**src/rtl/fejkon_pcie_tx_arb.sv**
```systemverilog
// ----------------------------------------------------------------------------
// fejkon_pcie_tx_arb: packet-locked round-robin arbiter of CplD (s0) and MWr (s1) onto PCIe TX
// Revision: 1.0
// ----------------------------------------------------------------------------
`default_nettype none

module fejkon_pcie_tx_arb #(
  parameter int DATA_W       = 256,
  parameter int EMPTY_W      = 2,
  parameter int CNT_W        = 32,
  parameter int STARVE_LIMIT = 4
) (
  input  logic               clk,
  input  logic               reset,
  input  logic [DATA_W-1:0]  s0_data,
  input  logic               s0_valid,
  output logic               s0_ready,
  input  logic               s0_startofpacket,
  input  logic               s0_endofpacket,
  input  logic [EMPTY_W-1:0] s0_empty,
  input  logic [DATA_W-1:0]  s1_data,
  input  logic               s1_valid,
  output logic               s1_ready,
  input  logic               s1_startofpacket,
  input  logic               s1_endofpacket,
  input  logic [EMPTY_W-1:0] s1_empty,
  output logic [DATA_W-1:0]  tx_st_data,
  output logic               tx_st_valid,
  input  logic               tx_st_ready,
  output logic               tx_st_startofpacket,
  output logic               tx_st_endofpacket,
  output logic [EMPTY_W-1:0] tx_st_empty,
  output logic               tx_st_error,
  output logic [CNT_W-1:0]   cnt_s0_pkts,
  output logic [CNT_W-1:0]   cnt_s1_pkts,
  output logic [15:0]        cnt_proto_err
);

  localparam int RUN_W = $clog2(STARVE_LIMIT + 1);
  localparam logic [RUN_W-1:0] RUN_MAX = RUN_W'(STARVE_LIMIT);

  localparam logic [1:0] IDLE   = 2'd0;
  localparam logic [1:0] GRANT0 = 2'd1;
  localparam logic [1:0] GRANT1 = 2'd2;

  logic [1:0]       state_q, state_d;
  logic             last_grant_q, last_grant_d;
  logic [RUN_W-1:0] s1_run_q, s1_run_d;
  logic [CNT_W-1:0] cnt_s0_q, cnt_s0_d;
  logic [CNT_W-1:0] cnt_s1_q, cnt_s1_d;
  logic [15:0]      err_q, err_d;

  logic             cand0, cand1;
  logic [16:0]      err_sum;

  always_comb begin
    state_d             = state_q;
    last_grant_d        = last_grant_q;
    s1_run_d            = s1_run_q;
    cnt_s0_d            = cnt_s0_q;
    cnt_s1_d            = cnt_s1_q;
    err_d               = err_q;
    s0_ready            = 1'b0;
    s1_ready            = 1'b0;
    tx_st_data          = '0;
    tx_st_valid         = 1'b0;
    tx_st_startofpacket = 1'b0;
    tx_st_endofpacket   = 1'b0;
    tx_st_empty         = '0;
    cand0               = s0_valid & s0_startofpacket;
    cand1               = s1_valid & s1_startofpacket;
    err_sum             = '0;

    case (state_q)
      IDLE: begin
        // Beats without sop outside a packet can never be framed; swallow and count them.
        s0_ready = s0_valid & ~s0_startofpacket;
        s1_ready = s1_valid & ~s1_startofpacket;
        err_sum  = {1'b0, err_q} + {16'd0, s0_ready} + {16'd0, s1_ready};
        err_d    = err_sum[16] ? 16'hFFFF : err_sum[15:0];
        if (cand0 && cand1) begin
          state_d = ((s1_run_q >= RUN_MAX) || last_grant_q) ? GRANT0 : GRANT1;
        end else if (cand0) begin
          state_d = GRANT0;
        end else if (cand1) begin
          state_d = GRANT1;
        end
      end
      GRANT0: begin
        tx_st_data          = s0_data;
        tx_st_valid         = s0_valid;
        tx_st_startofpacket = s0_startofpacket;
        tx_st_endofpacket   = s0_endofpacket;
        tx_st_empty         = s0_empty;
        s0_ready            = tx_st_ready;
        if (s0_valid && tx_st_ready && s0_endofpacket) begin
          state_d      = IDLE;
          last_grant_d = 1'b0;
          cnt_s0_d     = cnt_s0_q + CNT_W'(1);
          s1_run_d     = '0;
        end
      end
      GRANT1: begin
        tx_st_data          = s1_data;
        tx_st_valid         = s1_valid;
        tx_st_startofpacket = s1_startofpacket;
        tx_st_endofpacket   = s1_endofpacket;
        tx_st_empty         = s1_empty;
        s1_ready            = tx_st_ready;
        if (s1_valid && tx_st_ready && s1_endofpacket) begin
          state_d      = IDLE;
          last_grant_d = 1'b1;
          cnt_s1_d     = cnt_s1_q + CNT_W'(1);
          s1_run_d     = (s1_run_q >= RUN_MAX) ? RUN_MAX : s1_run_q + RUN_W'(1);
        end
      end
      default: state_d = IDLE;
    endcase
  end

  always_ff @(posedge clk) begin
    if (reset) begin
      state_q      <= IDLE;
      last_grant_q <= 1'b1;
      s1_run_q     <= '0;
      cnt_s0_q     <= '0;
      cnt_s1_q     <= '0;
      err_q        <= '0;
    end else begin
      state_q      <= state_d;
      last_grant_q <= last_grant_d;
      s1_run_q     <= s1_run_d;
      cnt_s0_q     <= cnt_s0_d;
      cnt_s1_q     <= cnt_s1_d;
      err_q        <= err_d;
    end
  end

  assign tx_st_error   = 1'b0;
  assign cnt_s0_pkts   = cnt_s0_q;
  assign cnt_s1_pkts   = cnt_s1_q;
  assign cnt_proto_err = err_q;

endmodule

`default_nettype wire
```
**config.mk**
```make
export PLATFORM = sky130hd
export DESIGN_NAME = fejkon_pcie_tx_arb
export DESIGN_NICKNAME = d
export VERILOG_FILES = /design/src/rtl/fejkon_pcie_tx_arb.sv
export SDC_FILE = /design/constraint.sdc
export NUM_CORES = 1
export LEC_CHECK = 0
export CAP_MARGIN = 20
export CORE_AREA = 2 2 341 343
export CTS_BUF_LIST = sky130_fd_sc_hd__clkbuf_8 sky130_fd_sc_hd__clkbuf_16
export DETAILED_ROUTE_END_ITERATION = 6
export DIE_AREA = 0 0 343 345
export GPL_TIMING_DRIVEN = 0
export PLACE_DENSITY = 0.33
export SYNTH_ARGS = -nofsm -noshare
export SYNTH_HDL_FRONTEND = slang
export SYNTH_SLANG_ARGS = --single-unit
```
**constraint.sdc**
```tcl
create_clock -name clk -period 3 [get_ports clk]
set_input_delay 0.6 -clock clk [delete_from_list [all_inputs] [get_ports clk]]
set_output_delay 0.6 -clock clk [all_outputs]
set_load 0.02 [all_outputs]
```
== Yosys cells after proc, flatten, opt, wreduce, memory -nomap -nowiden ==
Index checks and enable logic that the tools add are counted.
Operators by class
  add/sub/neg operators: 5
  magnitude comparators: 1
  eq/ne operators: 5
  mux-type cells: 22
  bitwise operators: 6
  reductions and logical operators: 12
Operators by type and width (count)
  case mux 256 bit (2 select lines): 1
  adder 32 x 1 -> 32 bit, second input constant: 2
  adder 16 x 1 -> 17 bit: 1
  adder 17 x 1 -> 17 bit: 1
  2-to-1 mux 16 bit: 1
  2-to-1 mux 2 bit: 6
  case mux 1 bit (2 select lines): 6
  2-to-1 mux 3 bit: 3
  case mux 2 bit (3 select lines): 1
  case mux 3 bit (2 select lines): 1
  AND reduction 3 bit: 2
  logical AND 1 bit: 5
  AND 1 bit: 4
  != test 2 bit, second input constant: 2
  != test 4 bit, second input constant: 1
  case mux 2 bit (2 select lines): 1
  AND reduction 2 bit: 2
  adder 3 x 1 -> 3 bit, second input constant: 1
  greater-or-equal comparator 3 bit, second input constant: 1
  equality test 2 x 1 -> 1 bit, second input constant: 1
  equality test 2 bit, second input constant: 1
  zero test 2 bit: 1
  2-to-1 mux 1 bit: 2
  NOT 1 bit: 2
  2 further kinds: 2
Storage, ports and cells
  bits in registers: 86
  input bits: 525
  output and inout port bits: 344
  word-level logic and storage cells: 57

== Depth between registers and ports, before layout ==
  depth after elaboration: 5
  gate-level depth with buffers: 9
  depth with buffers taken out: 8

== Worst setup path after synthesis ==
Ideal clock, no wire load.
  path kind: input to register
  start point: in s0_valid
  end point: reg err_q[14], in the netlist cnt_proto_err[14]
  arrival time: 2336 ps
  setup slack: 533 ps
  cell stages on the path: 8
  buffers on the path: 0
  cells stage by stage: or2b_1 > fa_1 > inv_1 > ha_1 > nand3_1 > nor4_1 > nor4bb_1 > nor3_1
On the way
  longest elaborated chain between the ends: 4
Ends and longest elaborated chain
  start: declaration: line 16  | input logic s0_valid,
  AND 1 bit: line 77  | s0_ready = s0_valid & ~s0_startofpacket;
  adder 16 x 1 -> 17 bit: line 79  | err_sum = {1'b0, err_q} + {16'd0, s0_ready} + {16'd0, s1_ready};
  adder 17 x 1 -> 17 bit: line 79
  2-to-1 mux 16 bit: line 80  | err_d = err_sum[16] ? 16'hFFFF : err_sum[15:0];
  end signal: assignment: line 135  | err_q <= err_d;
  end: declaration: line 51  | logic [15:0] err_q, err_d;
No other way between the ends.
A chain may end at the register's enable or synchronous reset.

== Final worst setup path ==
  start point: reg state_q[1]
  end point: out tx_st_data[64]
On the way
  longest elaborated chain between the ends: 2
  elaborated cells on any way between the ends: 3
Ends and longest elaborated chain
  start: declaration: line 46  | logic [1:0] state_q, state_d;
  start signal: assignment: line 130  | state_q <= state_d;
  equality test 2 bit or equality test 2 x 1 -> 1 bit (tied branches): line 74  | case (state_q)
  case mux 256 bit (2 select lines) *: line 74
  end: declaration: line 27  | output logic [DATA_W-1:0] tx_st_data,
Every way passes the cells marked *; elsewhere a longest branch is shown, timed or not.

==> impl_results.md <==
- Status: complete, no violations
- Synth Warn #: 0
- Post-Syn Nets: 1666
- Synthesized area per cell: 7.30 um2
- PwrDens: 340 nW/um2
- CTS clk-pin slew, worst paths: 0.07 ns
- Switch share: 43.8%
- Hold path depth: 1
- FF+latch count, synth: 86
- Compound-cell area share of the yosys netlist: between 30 and 40%
- R2R depth: 9
- Crit-path leading delay family: buffers and inverters
- Port Buffer Count: slightly below 900
- Primary FF master, synth: dfxtp_1
- Ratio of cells with drive above 1 in the final layout: 17.2%
- Sequential element share of the synthesized area: between 20% and 30%
- Slowest CP cell: dfxtp_2
- First-pass GRT wire length: about 150000 um
- Post-Synth Simple-Gate Area: between 30 and 40%
- Synth Cell Area: 8260 um2
- Die extent in x: 343 um
- Skew-Pair Late Insertion Delay: around 0.36 ns
- Row cnt: 125
- Worst-path cell chain: inv_1, ha_1, buf_8, clkbuf_16, clkbuf_4, a22oi_1, nor2b_2, clkdlybuf4s15_2
- Htree depth: 3
- Data arrival, critical path: 2.34 ns
- Layout fillers: approximately 13000
- Net switching power: 2.92 mW
- Proportion of synthesized area in mux cells: under 10%
- DR vias: between 10000 and 15000
- Worst R2R End: cnt_s0_pkts[29]
- HP Start: last_grant_q
- Leakage dissipation: 6.32 nW
- Vias in the first global route: approximately 14000
- Worst r2r src: state_q[1]
- Routed WL: 117000 um
- Vias/cell: 3.81
- Initial antenna violation count: slightly above 100
- Global Route Usage Sum: between 10% and 20%
- Final critical-path share of the clock period: a little over nine tenths
- Initial Util: 7.18%
- Cell variety after synth: 47
- Int Pwr: ~3.7 mW
- Setup crit start kind: flip-flop
- Final Hold Slack: 0.469 ns
- Reg2reg setup slack: 0.37 ns
- Clock Skew: 0.00864 ns
- Clock tree buffer depth: 2
- RSZ-0062 raised after global routing: no
- Clk network pwr share: 18.4%
- CP bufs+invs: 5
- Largest family of logic cells by synthesized area: simple AND/OR/NAND/NOR gates
- Hold-fix buffers at CTS: 0
- Root Buffer: clkbuf_16
- Crit end category: output port
- Crit Path Class: reg -> out
- Setup violations, final: 0
- Avg WL per Cell: 32.8 um
- Grt total ovfl: 0
- TritonCTS buffer count: 9
- Max-cap viol count: 0
- Critical Path Fanout Max: 10
- Routability congestion estimate: 0.994
- Required time worst endpoint: 2.40 ns
- I/O pin cnt: 869
- Endpoint of the worst hold path: last_grant_q
- # DRC: 0
- Area growth, synth to finish: 137%
- Clock sink total: 86
- CTS tree: done
- Nets: 2547
- Sequential Power Share: 17.7%
- Hold crit path type: reg -> reg
- Post-synth ARST share: 0%
- Crit-path max cell delay: around 0.37 ns
- Hold Vio Cnt, Final: 0
- Die Footprint: 118000 um2
- Largest net degree at the start of global routing: 17
- Fmax: between 300 and 400 MHz
- DRT antenna net count: 0
- Core area: 115000 um2
- Post-Synthesis Cells: 1132
- Detailed placement HPWL: around 110000 um
- Worst slew pin tran: between 0.6 and 0.7 ns
- Area share of fa/ha/maj cells after synthesis: 1.45%
- Peak supply drop: 0.325 mV
- Gate power share: a little under two thirds
- Max Slew Vio Count: 0
- Overall Power: 6.66 mW
- EDFF count, synth: 0
- Setup TNS: 0 ns
- Pre-Repair DR Iteration Count: 5
- Initial DRC count: slightly above 800
- XOR/XNOR Fraction of Synth Area: 2.76%
- Slew headroom: 54.0%
- Vert. Die Dim: 345 um
- Min cycle time layout: 2.94 ns
-- layout make-up --
cell class | count | area (um2) | area share [%]
diodes | 21 | 52.6 | 0.268
plain buffers | 114 | 885 | 4.52
clock buffers | 10 | 239 | 1.22
clock inverters | 6 | 75.1 | 0.384
inverters | 18 | 67.6 | 0.345
multi-input cells | 913 | 6190 | 31.6
flip-flops and latches | 86 | 1720 | 8.80
well taps | 1524 | 1910 | 9.74
repair buffers | 871 | 8430 | 43.1
-- metrics by stage --
| step | area, um2 | util [%] | setup slack [ns] | std cells |
|---|---|---|---|---|
| 2_1_floorplan | 8260 | - | 0.533 | 1132 |
| 3_5_place_dp | 18900 | 16.4 | -1.79 | 3524 |
| 6_report | 19600 | 17.0 | 0.0648 | 3563 |
| 4_1_cts | 19500 | 16.9 | -0.117 | 3541 |
| 5_1_grt | 19500 | 17.0 | 0.00223 | 3548 |
| 3_3_place_gp | 18800 | 16.4 | -2.31 | 3522 |
-- worst max path at each step --
stage	from	end	cells after the start
floorplan	s0_valid	cnt_proto_err[14]	8
global placement	state_q[0]	tx_st_data[4]	8
detailed placement	state_q[0]	tx_st_data[4]	8
CTS	state_q[0]	tx_st_data[4]	8
global route	state_q[1]	tx_st_data[64]	8
finish	state_q[1]	tx_st_data[64]	8
-- per-layer routing --
metal | share of wire [%] | up-vias | GRT usage, % | routed length, um
li1 | - | 6018 | - | -
met1 | 36 | 6572 | 20.1 | 42100
met2 | 49 | 655 | 32.8 | 56700
met3 | 12 | 222 | 9.58 | 13500
met4 | 3.3 | 104 | 5.20 | 3800
met5 | 0.61 | - | 0 | 718
-- synth_stat cells (8+ instances only) --
cell type	number	area (um2)
a22oi_1	262	1970
nor4_1	8	50.1
inv_1	18	67.6
mux2_2	9	101
or3_1	17	106
nand2_1	37	139
xor2_1	13	114
a21oi_1	52	260
o21ai_0	19	95.1
clkbuf_1	99	372
nor2b_1	269	1680
nand3_1	31	155
nand4_1	28	175
and4_1	12	105
nor2_1	38	143
or4_1	25	188
ha_1	8	100
xnor2_1	13	114
buf_1	11	41.3
nor3_1	14	70.1
dfxtp_1	86	1720
o31ai_1	21	158
-- sequential cells by signal (all words and copies together) (netlist names) --
name / cells
cnt_proto_err: 16
cnt_s0_pkts: 32
cnt_s1_pkts: 32
last_grant_q: 1
s1_run_q: 3
state_q: 2
-- power groups by stage --
stage	sequential (mW)	combinational, mW	clock, mW
floorplan	1.21	1.67	0
global placement	1.20	4.12	0
detailed placement	1.20	4.13	0
CTS	1.18	4.32	1.27
global route	1.18	4.49	1.30
finish	1.18	4.26	1.22
-- cell usage in the layout (no fill, tap or decap), drive strengths merged, types with 2 or more instances in the layout --
master | netlist | layout
dfxtp | 86 | 86
clkdlybuf4s18 | 0 | 4
a22oi | 262 | 262
a211oi | 3 | 3
o31ai | 21 | 21
nand2 | 37 | 37
nor4 | 8 | 8
nand4 | 29 | 29
xor2 | 13 | 13
and4 | 12 | 12
dlygate4sd2 | 0 | 56
ha | 8 | 8
nand3 | 31 | 31
xnor2 | 13 | 13
inv | 18 | 22
or3 | 17 | 17
a31oi | 3 | 3
o21ai | 19 | 19
nor3 | 14 | 14
nor2b | 269 | 269
and3 | 6 | 6
nand2b | 2 | 2
clkbuf | 99 | 108
buf | 16 | 101
clkdlybuf4s50 | 0 | 601
nor2 | 38 | 38
dlymetal6s2s | 0 | 4
mux2 | 9 | 9
clkdlybuf4s15 | 0 | 121
diode | 0 | 21
or4 | 26 | 26
a21oi | 52 | 52
and2 | 6 | 6
-- worst register-to-register path: stages, from the launching register on --
cell      delay, ns
dfxtp_2        0.35
inv_1          0.10
ha_1           0.20
buf_8          0.17
nand4_4        0.21
or4_4          0.58
buf_6          0.16
clkbuf_1       0.28
o31ai_1        0.35
a21oi_1        0.10
-- cells by family (layout without fill, tap and decap cells) --
family / Yosys count / count (layout)
AND/OR/NAND/NOR: 500 / 500
AO/OA/AOI/OAI: 367 / 367
buffers and inverters: 133 / 1019
flip-flops: 86 / 86
XOR/XNOR: 26 / 26
multiplexers: 10 / 10
adder cells (fa/ha/maj): 9 / 9
other: 1 / 22
-- what timing repair did --
item / 4_1_cts / 5_1_grt
setup endpoints to repair: 266 / 40
cloned: 1 / 0
gates resized for setup: 1026 / 20
buffers inserted: 1 / 1
pin swaps: 9 / 1
Power figures use the tool's default switching activity.
